<file path="src/rtl/demux2x4_capture.sv">
// Two-lane 1-of-4 slot capture: reassembles serial slots into 4-bit words.
// Optional QP0/QP1 odd-parity outputs when DEMUX2X4_PARITY_EN is defined.
module demux2x4_capture #(
  parameter bit DUP_RESTART = 1'b0
) (
  input  logic       clk,
  input  logic       CROBAR,
  input  logic       EN,
  input  logic [0:1] SEL,
  input  logic       AUTO,
  input  logic       B0,
  input  logic       B1,
  input  logic       CLR,
  output logic [0:3] Q0,
  output logic [0:3] Q1,
  output logic       VALID,
  output logic       DUP,
  output logic [0:3] FILL
`ifdef DEMUX2X4_PARITY_EN
  ,
  output logic       QP0,
  output logic       QP1
`endif
);

  logic [0:3] r_q0, r_q1, r_s0, r_s1, r_fill;
  logic [1:0] r_ph;
  logic       r_valid, r_dup;

  logic [1:0] w_k;
  logic       w_hit, w_done;
  logic [0:3] w_onehot, w_fill_wr;
  logic [0:3] w_s0_wr, w_s1_wr;

  logic [0:3] w_q0_nxt, w_q1_nxt, w_s0_nxt, w_s1_nxt;
  logic [0:3] w_fill_nxt;
  logic [1:0] w_ph_nxt;
  logic       w_valid_nxt, w_dup_nxt;

  always_comb begin
    w_k         = AUTO ? r_ph : SEL;
    w_hit       = r_fill[w_k];
    w_onehot    = '0;
    w_onehot[w_k] = 1'b1;
    w_fill_wr   = (DUP_RESTART && w_hit) ? w_onehot
                                         : (r_fill | w_onehot);
    w_s0_wr     = r_s0;
    w_s0_wr[w_k] = B0;
    w_s1_wr     = r_s1;
    w_s1_wr[w_k] = B1;
    w_done      = (w_fill_wr == 4'b1111);
  end

  always_comb begin
    w_q0_nxt    = r_q0;
    w_q1_nxt    = r_q1;
    w_s0_nxt    = r_s0;
    w_s1_nxt    = r_s1;
    w_fill_nxt  = r_fill;
    w_ph_nxt    = r_ph;
    w_valid_nxt = 1'b0;
    w_dup_nxt   = 1'b0;
    if (CLR) begin
      w_fill_nxt = '0;
      w_ph_nxt   = '0;
    end else if (EN) begin
      w_s0_nxt  = w_s0_wr;
      w_s1_nxt  = w_s1_wr;
      w_dup_nxt = w_hit;
      if (w_done) begin
        w_q0_nxt    = w_s0_wr;
        w_q1_nxt    = w_s1_wr;
        w_fill_nxt  = '0;
        w_ph_nxt    = '0;
        w_valid_nxt = 1'b1;
      end else begin
        w_fill_nxt = w_fill_wr;
        w_ph_nxt   = AUTO ? r_ph + 2'd1 : r_ph;
      end
    end
  end

  always_ff @(posedge clk or posedge CROBAR) begin
    if (CROBAR) begin
      r_q0    <= '0;
      r_q1    <= '0;
      r_s0    <= '0;
      r_s1    <= '0;
      r_fill  <= '0;
      r_ph    <= '0;
      r_valid <= 1'b0;
      r_dup   <= 1'b0;
    end else begin
      r_q0    <= w_q0_nxt;
      r_q1    <= w_q1_nxt;
      r_s0    <= w_s0_nxt;
      r_s1    <= w_s1_nxt;
      r_fill  <= w_fill_nxt;
      r_ph    <= w_ph_nxt;
      r_valid <= w_valid_nxt;
      r_dup   <= w_dup_nxt;
    end
  end

  assign Q0    = r_q0;
  assign Q1    = r_q1;
  assign VALID = r_valid;
  assign DUP   = r_dup;
  assign FILL  = r_fill;

`ifdef DEMUX2X4_PARITY_EN
  // Parity resets to 1 so it stays consistent with Q=0.
  logic r_qp0, r_qp1;

  always_ff @(posedge clk or posedge CROBAR) begin
    if (CROBAR) begin
      r_qp0 <= 1'b1;
      r_qp1 <= 1'b1;
    end else if (w_valid_nxt) begin
      r_qp0 <= ~^w_q0_nxt;
      r_qp1 <= ~^w_q1_nxt;
    end
  end

  assign QP0 = r_qp0;
  assign QP1 = r_qp1;
`endif

endmodule

</file>
<file path="config.mk">
export PLATFORM = sky130hd
export DESIGN_NAME = demux2x4_capture
export DESIGN_NICKNAME = d
export VERILOG_FILES = /design/src/rtl/demux2x4_capture.sv
export SDC_FILE = /design/constraint.sdc
export NUM_CORES = 1
export LEC_CHECK = 0
export ABC_AREA = 0
export CAP_MARGIN = 10
export CORE_UTILIZATION = 35
export CTS_BUF_LIST = sky130_fd_sc_hd__clkbuf_4 sky130_fd_sc_hd__clkbuf_8 sky130_fd_sc_hd__clkbuf_16
export DETAILED_ROUTE_END_ITERATION = 10
export GPL_TIMING_DRIVEN = 0
export SETUP_SLACK_MARGIN = 0.5
export SYNTH_ARGS = -nofsm -noshare
export SYNTH_HDL_FRONTEND = slang
export SYNTH_SLANG_ARGS = --single-unit
</file>
<file path="constraint.sdc">
create_clock -name clk -period 2.4 [get_ports clk]
set_clock_uncertainty 0.15 [all_clocks]
set_input_delay 0.6 -clock clk [delete_from_list [all_inputs] [get_ports clk]]
set_output_delay 0.6 -clock clk [all_outputs]
set_load 0.005 [all_outputs]
</file>
Yosys cells after proc, flatten, opt, wreduce, memory -nomap -nowiden
Index checks and enable logic that the tools add are counted.
Cells by class
  equality and inequality tests: 1
  muxes and demuxes: 20
  reductions and logical operators: 6
  $mul: 0
  $add $sub $neg: 1
  bitwise gates (word level): 3
  shifts and indexed selects: 0
  div/mod/pow operators: 0
  magnitude comparators: 2
Operator list (count)
  2-to-1 mux 4 bit: 3
  2-to-1 mux 2 bit: 5
  bitwise mux 4 bit: 2
  2-to-1 mux 1 bit: 8
  equality test 4 bit (second input constant): 1
  bitwise OR 4 bit: 1
  AND reduction 2 bit: 2
  greater-or-equal comparator 3 bit (second input constant): 1
  less-than comparator 3 x 1 -> 1 bit (second input constant): 1
  inverter 2 -> 3 bit: 1
  AND reduction 3 bit: 1
  nonzero test 3 bit: 1
  adder 2 x 1 -> 2 bit (second input constant): 1
  binary-select mux 1 bit (select 2 bit): 1
  demux 1 bit (select 2 bit): 1
  nonzero test 2 bit: 1
  logical AND 1 bit: 1
  inverter 1 bit: 1
Storage, ports and cells
  latch bits: 0
  bits of input ports: 9
  bits in writable memories: 0
  register bits after elaboration: 24
  memories: 0
  output and inout bits: 14
  bits in read-only memories: 0

Depth between registers and ports, before layout
  depth in word-level cells: 11
  gate-level depth with buffers: 6
  mapped depth without buffers: 5

Worst setup path before layout
Ideal clock, no wire load.
  path type: in2reg
  start point: input port AUTO
  end point: register r_q0 (netlist bit Q0[0])
  stages: 6
  path slack: 0.130 ns
  data required time: 2.125 ns
  setup time: 0.125 ns
  data arrival time: 1.995 ns
  path through: buf_4 > nand2_2 > o221a_1 > a2111oi_4 > nand2_4 > mux2_4
Between the ends
  longest elaborated chain between the ends: 9
Ends and longest elaborated chain
  start, declared: line 10  | input logic AUTO,
  2-to-1 mux 2 bit (*): line 41  | w_k = AUTO ? r_ph : SEL;
  inverter 2 -> 3 bit (implied by the code) (*): line 44, 48
  greater-or-equal comparator 3 bit (implied by the code) / less-than comparator 3 x 1 -> 1 bit (equally long branches): line 44, 48
  logical AND 1 bit (implied by the code): line 44, 48
  2-to-1 mux 1 bit (implied by the code): line 44, 48
  demux 1 bit (select 2 bit) (*): line 44, 48
  bitwise OR 4 bit: line 46  | : (r_fill | w_onehot);
  equality test 4 bit: line 51  | w_done = (w_fill_wr == 4'b1111);
  AND reduction 3 bit (no source line)
  end signal, assigned: line 94  | r_q0 <= w_q0_nxt;
  end, declared: line 26  | logic [0:3] r_q0, r_q1, r_s0, r_s1, r_fill;
Mark *: on every way between the ends. The rest lies on a longest branch, timed or not.
A chain may end at the register's enable or synchronous reset.

Worst setup path in the final report
  start point: register r_ph[1]
  end point: register r_q0 (netlist bit Q0[0])
Between the ends
  longest elaborated chain between the ends: 9
Ends and longest elaborated chain
  start, declared: line 27  | logic [1:0] r_ph;
  start signal, assigned: line 99  | r_ph <= w_ph_nxt;
  2-to-1 mux 2 bit (*): line 41
  inverter 2 -> 3 bit (implied by the code) (*): line 44, 48
  greater-or-equal comparator 3 bit (implied by the code) / less-than comparator 3 x 1 -> 1 bit (equally long branches): line 44, 48
  logical AND 1 bit (implied by the code): line 44, 48
  2-to-1 mux 1 bit (implied by the code): line 44, 48
  demux 1 bit (select 2 bit) (*): line 44, 48
  bitwise OR 4 bit: line 46
  equality test 4 bit: line 51
  AND reduction 3 bit (no source line)
Marks and branches as above.

==> impl_results.html <==
<table>
<tr><th>Metric</th><th>Value</th></tr>
<tr><th colspan="2">Outcome</th></tr>
<tr><td>Outcome</td><td>finished, final reports clean</td></tr>
<tr><th colspan="2">Die</th></tr>
<tr><td>Site Rows</td><td>21</td></tr>
<tr><td>Area inside the core boundary</td><td>0.003390 mm2</td></tr>
<tr><td>Die outline width</td><td>61.85 um</td></tr>
<tr><td>I/O pin total</td><td>23</td></tr>
<tr><td>Height of the die</td><td>61.85 um</td></tr>
<tr><td>Initial Util</td><td>0.3699</td></tr>
<tr><td>Die footprint</td><td>0.003825 mm2</td></tr>
<tr><th colspan="2">Power</th></tr>
<tr><td>Total power draw</td><td>0.9125 mW</td></tr>
<tr><td>Leakage power summed over all cells</td><td>0.8804 nW</td></tr>
<tr><td>Largest voltage drop on the vdd net</td><td>311.0 uV</td></tr>
<tr><td>PD cells</td><td>536.2 mW/mm2</td></tr>
<tr><th colspan="2">Worst setup path</th></tr>
<tr><td>Required @ worst endpoint</td><td>2.46 ns</td></tr>
<tr><td>Kind of critical path</td><td>register to register</td></tr>
<tr><td>Most frequent cell on the critical path</td><td>sky130_fd_sc_hd__buf_6</td></tr>
<tr><td>Kind of start point of the critical path</td><td>register</td></tr>
<tr><td>Kind of end point of the critical path</td><td>register</td></tr>
<tr><td>Slowest cell on the critical path</td><td>sky130_fd_sc_hd__a2111oi_4</td></tr>
<tr><td>Critical path peak fanout</td><td>9</td></tr>
<tr><td>CP max stage delay</td><td>0.40 ns</td></tr>
<tr><td>Cell breakdown of the critical path</td><td>buf_6, o221a_4, a2111oi_4, nand2_4, buf_6, mux2_4</td></tr>
<tr><td>Arrival time at the worst endpoint</td><td>2.05 ns</td></tr>
<tr><th colspan="2">Timing</th></tr>
<tr><td>Clock period minus worst slack</td><td>1.996 ns</td></tr>
<tr><td>Sum of negative setup slack</td><td>0 ns</td></tr>
<tr><td>Final hold slack</td><td>0.3689 ns</td></tr>
<tr><td>Hold violation count in the final report</td><td>0</td></tr>
<tr><td>RSZ-0062 raised after global routing</td><td>yes</td></tr>
<tr><td>Final max-slew violation count</td><td>0</td></tr>
<tr><td>Achievable frequency</td><td>0.5009 GHz</td></tr>
<tr><td>Slew headroom</td><td>0.3785</td></tr>
<tr><td>Slew at the pin closest to its max-slew limit</td><td>0.9312 ns</td></tr>
<tr><td>Finish-stage setup viols</td><td>0</td></tr>
<tr><td>Final Cycle Share</td><td>0.8318</td></tr>
<tr><th colspan="2">Global routing</th></tr>
<tr><td>Antenna violations before repair</td><td>0</td></tr>
<tr><td>Global-route usage over all layers</td><td>0.1633</td></tr>
<tr><td>Total gr overflow</td><td>0</td></tr>
<tr><td>Global-route wire length before repair</td><td>4.471 mm</td></tr>
<tr><td>Via count of the first global-routing pass</td><td>962</td></tr>
<tr><td>Largest net degree at the start of global routing</td><td>25</td></tr>
<tr><th colspan="2">Route</th></tr>
<tr><td>Post-detailed-route count of antenna-violating nets</td><td>0</td></tr>
<tr><td>Total wire length after detailed routing</td><td>2.762 mm</td></tr>
<tr><td>Residual DRC count</td><td>0</td></tr>
<tr><td>Via density per instance</td><td>4.938</td></tr>
<tr><td>Drt initial violations</td><td>22</td></tr>
<tr><td>Routed len/inst</td><td>14.16 um</td></tr>
<tr><td>Router iterations before antenna repair</td><td>4</td></tr>
<tr><td>Via Count</td><td>963</td></tr>
<tr><th colspan="2">Hold path</th></tr>
<tr><td>Path class of the lowest-slack min-delay path</td><td>register to register</td></tr>
<tr><th colspan="2">Clocking</th></tr>
<tr><td>TritonCTS buffer count</td><td>3</td></tr>
<tr><td>Clock Tree Root</td><td>sky130_fd_sc_hd__clkbuf_4</td></tr>
<tr><td>Insertion delay to the later sink of the worst-skew pair</td><td>0.31 ns</td></tr>
<tr><td>Htree depth</td><td>1</td></tr>
<tr><td>Post-CTS Hold Fix Bufs</td><td>0</td></tr>
<tr><td>Number of sinks on the clock net</td><td>24</td></tr>
<tr><td>CTS tree</td><td>built</td></tr>
<tr><td>Maximum clock insertion buffer count</td><td>2</td></tr>
<tr><td>Clock-pin transition on the worst setup and hold timing paths</td><td>0.13 ns</td></tr>
<tr><th colspan="2">Synth</th></tr>
<tr><td>Average size of a mapped cell</td><td>11.40 um2</td></tr>
<tr><td>Synthesized cell area</td><td>0.001254 mm2</td></tr>
<tr><td>Proportion of synthesized chip area in sequential cells</td><td>0.4790</td></tr>
<tr><td>Number of synthesized flops with an enable pin</td><td>0</td></tr>
<tr><td>Fraction of synthesis flops using an asynchronous set or reset pin</td><td>1.000</td></tr>
<tr><td>Mapped Nets</td><td>119</td></tr>
<tr><td>Synthesized netlist cell count</td><td>110</td></tr>
<tr><td>Synth Warn #</td><td>0</td></tr>
<tr><td>Main synth FF type</td><td>sky130_fd_sc_hd__dfrtp_1</td></tr>
<tr><td>Synth Register Bits</td><td>24</td></tr>
<tr><td>Number of unique standard cell types used by synthesis</td><td>33</td></tr>
<tr><th colspan="2">Final layout</th></tr>
<tr><td>Count of filler cells inserted in the layout</td><td>300</td></tr>
<tr><td>Growth of design area from synthesis to finish</td><td>35.73%</td></tr>
<tr><td>Most used cells in the layout excluding fill and tap cells</td><td>sky130_fd_sc_hd__dfrtp_1, sky130_fd_sc_hd__dlygate4sd2_1, sky130_fd_sc_hd__mux2_2, sky130_fd_sc_hd__nand2_1, sky130_fd_sc_hd__buf_4</td></tr>
<tr><td>Ratio of cells with drive above 1 in the final layout</td><td>0.3691</td></tr>
<tr><td>Total number of nets in the final design</td><td>159</td></tr>
<tr><td>Final antenna diode count</td><td>0</td></tr>
<tr><td>Most common cell after layout, fill and taps aside</td><td>sky130_fd_sc_hd__dfrtp_1</td></tr>
<tr><th colspan="2">Place</th></tr>
<tr><td>Post-DP HPWL</td><td>1.864 mm</td></tr>
<tr><td>GP Congestion</td><td>0.8157</td></tr>
<tr><td>Count of port buffers added during placement</td><td>20</td></tr>
<tr><th colspan="2">Flow run</th></tr>
<tr><td>Max_cap viols</td><td>0</td></tr>
</table>
## logic make-up after synthesis
| kind of cell | Yosys count | share of synthesized area |
|---|---|---|
| flip-flops | 24 | 0.4790 |
| AND/OR/NAND/NOR | 33 | 0.1367 |
| multiplexers | 24 | 0.2325 |
| buffers and inverters | 10 | 0.03393 |
| AO/OA/AOI/OAI | 19 | 0.1178 |
## cells in the mapped netlist (2+ instances only)
library cell               instances  area share
sky130_fd_sc_hd__o21ai_0           2      0.0080
sky130_fd_sc_hd__nor2_1            5       0.015
sky130_fd_sc_hd__dfrtp_1          24        0.48
sky130_fd_sc_hd__a31oi_1           2       0.010
sky130_fd_sc_hd__clkbuf_1          2      0.0060
sky130_fd_sc_hd__a21o_1            3       0.018
sky130_fd_sc_hd__mux2_4            7       0.084
sky130_fd_sc_hd__nand2_1          13       0.039
sky130_fd_sc_hd__a21oi_1           5       0.020
sky130_fd_sc_hd__mux2i_1           4       0.032
sky130_fd_sc_hd__nand2b_1          4       0.020
sky130_fd_sc_hd__inv_1             6       0.018
sky130_fd_sc_hd__mux2_2           13        0.12
## area by class of cell
type	count	area (um2)	share of cell area
Clock buffer	4	36.28	0.02132
Sequential cell	24	601.8	0.3537
Timing Repair Buffer	35	292.8	0.1721
Multi-Input combinational cell	76	653.1	0.3838
Tap cell	46	57.56	0.03382
Inverter	6	22.52	0.01324
Buffer	4	37.54	0.02206
## through the flow
stage	setup slack [ns]	std cells	instance area (um2)	util
final	0.4036	195	1702	0.5020
after global routing	0.3288	195	1702	0.5020
after CTS	0.3918	195	1683	0.4965
after detailed placement	-0.4801	176	1540	0.4544
after global placement	-0.4203	176	1540	0.4544
after floorplan	0.2096	110	1282	-
## final timing paths
path                            cells after the start       to  startpoint  slack (ns)
worst min register to register                      1  r_s0[2]     r_s0[2]        0.37
max in group asynchronous                           2  r_ph[0]      CROBAR        0.84
worst min-delay path                                1  r_s0[2]     r_s0[2]        0.37
min in group asynchronous                           2  r_s0[3]      CROBAR        0.63
worst max register to register                      6    Q0[0]     r_ph[1]        0.40
worst max-delay path                                6    Q0[0]     r_ph[1]        0.40
## per-layer routing
metal	wire, um	share of wire	GRT usage
met1	1203	0.44	0.1997
met2	1433	0.52	0.2842
met3	73	0.026	0.04348
met4	51	0.018	0.04444
met5	0	0	0
## what timing repair did
item / 4_1_cts / 5_1_grt
resized for setup: 29 / 5
buffers inserted: 15 / 0
endpoints found under the setup margin: 38 / 13
pin swaps: 4 / 4
## registers in the layout, indices dropped and copies added, names as in the netlist
name   flops
FILL       4
Q0         4
Q1         4
r_s0       4
r_s1       4
r_ph       2
DUP        1
VALID      1
## critical path: cells and delay by family (launching register included)
kind	cells	cell delay, ns
mux	1	0.29
compound gates	2	0.69
simple gates	1	0.09
buf+inv	2	0.28
flops	1	0.39
## power breakdown
group          switching, mW  internal (mW)
combinational         0.0942          0.125
clock                  0.119         0.0926
sequential            0.0273          0.455
Note: power is estimated with default switching activity, not from simulation.
